### src/rtl/tone_arbiter_if.sv
// Request/grant/tone bundle between the note requesters and tone_arbiter.
// master: drives req/noteN, slave: drives grant/done/aborted/piezo_out/led_out/busy.
interface tone_arbiter_if;
  logic [2:0] req;
  logic [3:0] note0;
  logic [3:0] note1;
  logic [3:0] note2;
  logic [2:0] grant;
  logic [2:0] done;
  logic       aborted;
  logic [3:0] piezo_out;
  logic [3:0] led_out;
  logic       busy;

  modport master (
    output req, note0, note1, note2,
    input  grant, done, aborted, piezo_out, led_out, busy
  );

  modport slave (
    input  req, note0, note1, note2,
    output grant, done, aborted, piezo_out, led_out, busy
  );
endinterface

### src/rtl/tone_arbiter.sv
// Three-way priority arbiter for a piezo: grants one note, plays it NOTE_LEN
// ticks, then GAP_LEN silent ticks.
// Ports: clk, reset (async, active-high), bus (tone_arbiter_if.slave):
//   req/note0..2 in; grant/done/aborted pulses, piezo_out/led_out, busy out.
// Optional macro ALERT_PREEMPT_EN: alert (req[2]) cuts short a note of 0/1.
module tone_arbiter #(
  parameter int TICK_DIV = 4,
  parameter int NOTE_LEN = 3,
  parameter int GAP_LEN  = 1
) (
  input logic           clk,
  input logic           reset,
  tone_arbiter_if.slave bus
);

  localparam int PW = (TICK_DIV > 1) ? $clog2(TICK_DIV) : 1;
  localparam int CMAX = (NOTE_LEN > GAP_LEN) ? NOTE_LEN : GAP_LEN;
  localparam int CW = (CMAX > 1) ? $clog2(CMAX) : 1;
  localparam int NOTE_LAST = NOTE_LEN - 1;
  localparam int GAP_LAST = (GAP_LEN > 0) ? GAP_LEN - 1 : 0;

  typedef enum logic [1:0] {
    IDLE = 2'd0,
    NOTE = 2'd1,
    GAP  = 2'd2
  } state_t;

  state_t      state_q, state_d;
  logic [PW-1:0] presc_q, presc_d;
  logic [CW-1:0] tcnt_q, tcnt_d;
  logic [3:0]  note_q, note_d;
  logic [1:0]  owner_q, owner_d;
  logic [2:0]  grant_q, grant_d;
  logic [2:0]  done_q, done_d;
  logic [3:0]  out_q, out_d;
`ifdef ALERT_PREEMPT_EN
  logic        abort_q, abort_d;
`endif

  logic        tick;
  logic [1:0]  pick;
  logic [3:0]  pick_note;

  assign tick = (presc_q == PW'(TICK_DIV - 1));

  // Fixed priority: alert > keypad echo > playback.
  always_comb begin
    pick = 2'd0;
    if (bus.req[2]) begin
      pick = 2'd2;
    end else if (bus.req[1]) begin
      pick = 2'd1;
    end
  end

  always_comb begin
    pick_note = bus.note0;
    if (pick == 2'd2) begin
      pick_note = bus.note2;
    end else if (pick == 2'd1) begin
      pick_note = bus.note1;
    end
  end

  always_comb begin
    state_d = state_q;
    presc_d = presc_q;
    tcnt_d  = tcnt_q;
    note_d  = note_q;
    owner_d = owner_q;
    grant_d = 3'b000;
    done_d  = 3'b000;
    out_d   = out_q;
`ifdef ALERT_PREEMPT_EN
    abort_d = 1'b0;
`endif
    case (state_q)
      IDLE: begin
        presc_d = '0;
        tcnt_d  = '0;
        out_d   = 4'd0;
        if (|bus.req) begin
          state_d = NOTE;
          owner_d = pick;
          grant_d = 3'b001 << pick;
          note_d  = pick_note;
          out_d   = pick_note;
        end
      end
      NOTE: begin
        presc_d = tick ? '0 : presc_q + PW'(1);
        if (tick) begin
          tcnt_d = tcnt_q + CW'(1);
          if (tcnt_q == CW'(NOTE_LAST)) begin
            tcnt_d = '0;
            out_d  = 4'd0;
            if (GAP_LEN == 0) begin
              state_d = IDLE;
              done_d  = 3'b001 << owner_q;
            end else begin
              state_d = GAP;
            end
          end
        end
      end
      GAP: begin
        presc_d = tick ? '0 : presc_q + PW'(1);
        if (tick) begin
          tcnt_d = tcnt_q + CW'(1);
          if (tcnt_q == CW'(GAP_LAST)) begin
            tcnt_d  = '0;
            state_d = IDLE;
            done_d  = 3'b001 << owner_q;
          end
        end
      end
      default: begin
        state_d = IDLE;
        out_d   = 4'd0;
      end
    endcase
`ifdef ALERT_PREEMPT_EN
    // Alert takes over in a single edge; an alert never preempts an alert.
    if (state_q != IDLE && bus.req[2] && owner_q != 2'd2) begin
      done_d  = 3'b001 << owner_q;
      abort_d = 1'b1;
      grant_d = 3'b100;
      owner_d = 2'd2;
      note_d  = bus.note2;
      out_d   = bus.note2;
      presc_d = '0;
      tcnt_d  = '0;
      state_d = NOTE;
    end
`endif
  end

  always_ff @(posedge clk or posedge reset) begin
    if (reset) begin
      state_q <= IDLE;
      presc_q <= '0;
      tcnt_q  <= '0;
      note_q  <= 4'd0;
      owner_q <= 2'd0;
      grant_q <= 3'b000;
      done_q  <= 3'b000;
      out_q   <= 4'd0;
    end else begin
      state_q <= state_d;
      presc_q <= presc_d;
      tcnt_q  <= tcnt_d;
      note_q  <= note_d;
      owner_q <= owner_d;
      grant_q <= grant_d;
      done_q  <= done_d;
      out_q   <= out_d;
    end
  end

`ifdef ALERT_PREEMPT_EN
  always_ff @(posedge clk or posedge reset) begin
    if (reset) begin
      abort_q <= 1'b0;
    end else begin
      abort_q <= abort_d;
    end
  end
  assign bus.aborted = abort_q;
`else
  assign bus.aborted = 1'b0;
`endif

  assign bus.grant     = grant_q;
  assign bus.done      = done_q;
  assign bus.piezo_out = out_q;
  assign bus.led_out   = out_q;
  assign bus.busy      = (state_q != IDLE);

endmodule

### src/flat_wrapper.sv
// flat-port wrapper written by rule: the top's interface ports become plain ports
module tone_arbiter_flat 
#(
  parameter int TICK_DIV = 4,
  parameter int NOTE_LEN = 3,
  parameter int GAP_LEN  = 1
)
  (clk, reset, bus_req, bus_note0, bus_note1, bus_note2, bus_grant, bus_done, bus_aborted, bus_piezo_out, bus_led_out, bus_busy);
  tone_arbiter_if bus_i ();
  input logic clk;
  input logic reset;
  input wire logic [$bits(bus_i.req)-1:0] bus_req;
  input wire logic [$bits(bus_i.note0)-1:0] bus_note0;
  input wire logic [$bits(bus_i.note1)-1:0] bus_note1;
  input wire logic [$bits(bus_i.note2)-1:0] bus_note2;
  output wire logic [$bits(bus_i.grant)-1:0] bus_grant;
  output wire logic [$bits(bus_i.done)-1:0] bus_done;
  output wire logic [$bits(bus_i.aborted)-1:0] bus_aborted;
  output wire logic [$bits(bus_i.piezo_out)-1:0] bus_piezo_out;
  output wire logic [$bits(bus_i.led_out)-1:0] bus_led_out;
  output wire logic [$bits(bus_i.busy)-1:0] bus_busy;
  assign bus_i.req = bus_req;
  assign bus_i.note0 = bus_note0;
  assign bus_i.note1 = bus_note1;
  assign bus_i.note2 = bus_note2;
  assign bus_grant = bus_i.grant;
  assign bus_done = bus_i.done;
  assign bus_aborted = bus_i.aborted;
  assign bus_piezo_out = bus_i.piezo_out;
  assign bus_led_out = bus_i.led_out;
  assign bus_busy = bus_i.busy;
  tone_arbiter #(.TICK_DIV(TICK_DIV), .NOTE_LEN(NOTE_LEN), .GAP_LEN(GAP_LEN)) u_core (.clk(clk), .reset(reset), .bus(bus_i));
endmodule
### config.mk
export PLATFORM = sky130hd
export DESIGN_NAME = tone_arbiter_flat
export DESIGN_NICKNAME = d
export VERILOG_FILES = /design/src/rtl/tone_arbiter_if.sv /design/src/rtl/tone_arbiter.sv /design/src/flat_wrapper.sv
export SDC_FILE = /design/constraint.sdc
export NUM_CORES = 1
export LEC_CHECK = 0
export BUFFER_PORTS_ARGS = -buffer_cell sky130_fd_sc_hd__buf_4
export CAP_MARGIN = 20
export CORE_MARGIN = 2
export CORE_UTILIZATION = 53
export CTS_CLUSTER_SIZE = 14
export DETAILED_ROUTE_END_ITERATION = 16
export GPL_ROUTABILITY_DRIVEN = 0
export GPL_TIMING_DRIVEN = 0
export PLACE_DENSITY = 0.82
export SLEW_MARGIN = 20
export SYNTH_ARGS = -nofsm -noshare
export SYNTH_HDL_FRONTEND = slang
export SYNTH_SLANG_ARGS = --single-unit
### constraint.sdc
create_clock -name clk -period 2.5 [get_ports clk]
set_input_delay 0.5 -clock clk [delete_from_list [all_inputs] [get_ports clk]]
set_output_delay 0.5 -clock clk [all_outputs]
set_load 0.02 [all_outputs]
==> flow_summary_export.csv <==
group,metric,value,unit
worst_setup_path,worstPathRequired,2000,ps
clock_tree,ctsRootBufferMaster,"clkbuf_4",
worst_setup_path,crit_fanout,6,
timing,relSlewSlack,0.558,
synthesis,netlist_area,1050,sq um
detailed_routing,drt-vias-per-instance,5.05,
detailed_routing,ant_nets,0,
synthesis,synth_flop_cell,"dfrtp_1",
detailed_routing,drt_iter0_markers,4,
synthesis,yosys.area.top_type,"dfrtp_1",
detailed_routing,drt_first_pass_iters,4,
grt,grt_use_met2,0.361,
detailed_routing,num_vias,783,
grt,gr-total-overflow,0,
floorplan,dieWidth,48.5,um
grt,grt_pass1_vias,788,
synthesis,synthMostInstantiatedCell,"dfrtp_1",
placement,place_area,1310,sq um
clock_tree,numCtsBuffers,3,
pwr,peakVddDrop,0.773,mV
grt,track_usage,0.188,
timing,finalSetupTns,0,ps
timing,hold_violations,0,
synthesis,syn-instance-count,94,
timing,setup_viol,0,
timing,clock.fmax,522,MHz
synthesis,ys_seq_area_frac,0.429,
pwr,p_total,1440,uW
synthesis,synth.avg_cell_area,11.2,sq um
synthesis,synth-seq-cells,18,
grt,antenna_found_initial,0,
timing,finalClockSkew,8.21,ps
worst_setup_path,path_class,"flip-flop to primary output",
grt,grt_busiest_layer,"met2",
detailed_routing,wl,1940,um
floorplan,core_area,1920,sq um
clock_tree,cts.sinks,18,
finish,antennaDiodeCount,0,
synthesis,ys_warn_count,0,
synthesis,ys_top_cells_by_count,"dfrtp_1 (18), ha_1 (10), nand2_1 (10), inv_1 (8)",
synthesis,synth-edff-count,0,
floorplan,io_pins,33,
clock_tree,cts.clk_slew.worst_paths,100,ps
grt,grt_max_degree,19,
placement,place_ws,889,ps
floorplan,std_cell_rows,16,
worst_setup_path,path_cells,"inv_1 -> ha_1 -> inv_1 -> buf_4",
clock_tree,ctsResizeCount,0,
timing,rsz0062_at_grt,"no",
timing,fin_crit,1920,ps
floorplan,start_util,0.546,
detailed_routing,wl_per_cell,12.5,um
run_status,status,"completed",
timing,worst_pin_slew,663,ps
clock_tree,post_cts_buffers,0,
job,drv_cap,0,
timing,timing.hold.ws,286,ps
synthesis,synth_fp_nets,121,
worst_hold_path,hp-class,"input pin to async pin",
worst_setup_path,slowest_delay,430,ps
synthesis,synth.distinct_cells,29,
floorplan,die-area,2350,sq um
timing,fin_crit_sh,0.766,
grt,grt_use_met3,0.0648,
timing,slew_violations,0,
timing,fin_ws,584,ps
synthesis,ys_top_cells_by_area,"dfrtp_1 (43%), ha_1 (12%), mux2i_1 (5.7%), a22o_1 (5.0%), buf_4 (3.6%)",
detailed_routing,drc,0,
clock_tree,cts_buffer_depth,2,
clock_tree,insertion_delay,300,ps
worst_setup_path,cp.arrival,1420,ps
worst_setup_path,path_common_cell,"inv_1",
clock_tree,hold_buffers,0,
worst_setup_path,startpoint_type,"flip-flop",
clock_tree,cts_tree,"yes",
grt,use_met1,0.193,
worst_setup_path,slowest_stage,"dfrtp_1",
finish,drive_gt1_frac,0.375,
clock_tree,ctsHtreeMaxLevel,1,
placement,portBuffers,30,
synthesis,synth_top_area_frac,0.429,
pwr,power_density,1070,nW/um^2
finish,final_nets,156,
worst_setup_path,critPathCaptureType,"primary output",
finish,fin_area,1350,sq um
grt,grt_pass1_wl,3420,um
pwr,leakage,0.000715,uW
finish,layout-area-overhead-vs-synth,28.1,%
placement,hpwlAfterDp,1550,um
synthesis,synth-async-reset-ratio,1.00,
floorplan,die_y,48.5,um
[power by group]
| part | internal [uW] | switching, uW |
|---|---|---|
| sequential | 386 | 76.0 |
| combinational | 387 | 418 |
| clock | 89.0 | 87.0 |
[final cells by class]
cell class | count | area, sq um
fillers | 152 | 577
multi-input cells | 60 | 510
flip-flops and latches | 18 | 450
repair buffers | 30 | 225
plain buffers | 8 | 58.8
clock buffers | 4 | 36.3
well taps | 27 | 33.8
inverters | 8 | 30.0
[final timing paths]
kind / to / startpoint / depth (start not counted) / slack [ps]
setup / recovery: bus_busy / u_core.state_q[0] / 4 / 580
hold / removal: u_core.owner_q[1] / reset / 2 / 290
setup reg to reg: u_core.state_q[1] / u_core.state_q[0] / 5 / 890
hold reg to reg: u_core.bus.done[0] / u_core.owner_q[1] / 1 / 490
max in group asynchronous: u_core.bus.led_out[3] / reset / 2 / 1780
min in group clk: u_core.bus.grant[0] / bus_req[1] / 2 / 440
[cell families (layout without fill, tap and decap cells)]
logic type,count (synthesis),in the layout,share of synthesized area
AO/OA/AOI/OAI,21,21,0.182
adder cells (fa/ha/maj),10,10,0.119
buffers and inverters,16,50,0.0846
flip-flops,18,18,0.429
multiplexers,7,7,0.0679
other,1,1,0.00357
AND/OR/NAND/NOR,21,21,0.113
[cell usage in the layout, fill, tap and decap left out, drive strengths merged, types with 2 or more instances in the layout]
cell type / synthesis / layout
nor3: 4 / 4
a22o: 6 / 6
a221oi: 2 / 2
mux2i: 6 / 6
ha: 10 / 10
dfrtp: 18 / 18
nor3b: 2 / 2
a21o: 3 / 3
inv: 8 / 8
nand2: 10 / 10
o21ai: 5 / 5
clkbuf: 0 / 4
buf: 8 / 38
[critical path: cells and delay by family (launching register included)]
family     cells  cell delay [ps]
flops          1              430
buf+inv        3              350
fa+ha+maj      1              330
[per-layer routing]
| layer | vias up | wire, um |
|---|---|---|
| li1 | 389 | - |
| met1 | 365 | 778 |
| met2 | 25 | 1040 |
| met3 | 4 | 102 |
| met4 | 0 | 23 |
| met5 | - | 0 |
[registers in the layout (all words and copies together) (netlist names)]
name / count
u_core.presc_q: 2
u_core.bus.done: 3
u_core.bus.grant: 3
u_core.state_q: 2
u_core.tcnt_q: 2
u_core.owner_q: 2
u_core.bus.led_out: 4
[stage by stage]
stage / util / cells
after floorplan: - / 94
after CTS: 0.700 / 155
after detailed placement: 0.681 / 151
final: 0.700 / 155
after global placement: 0.681 / 151
after global routing: 0.700 / 155
Note: power is estimated with default switching activity, not from simulation.
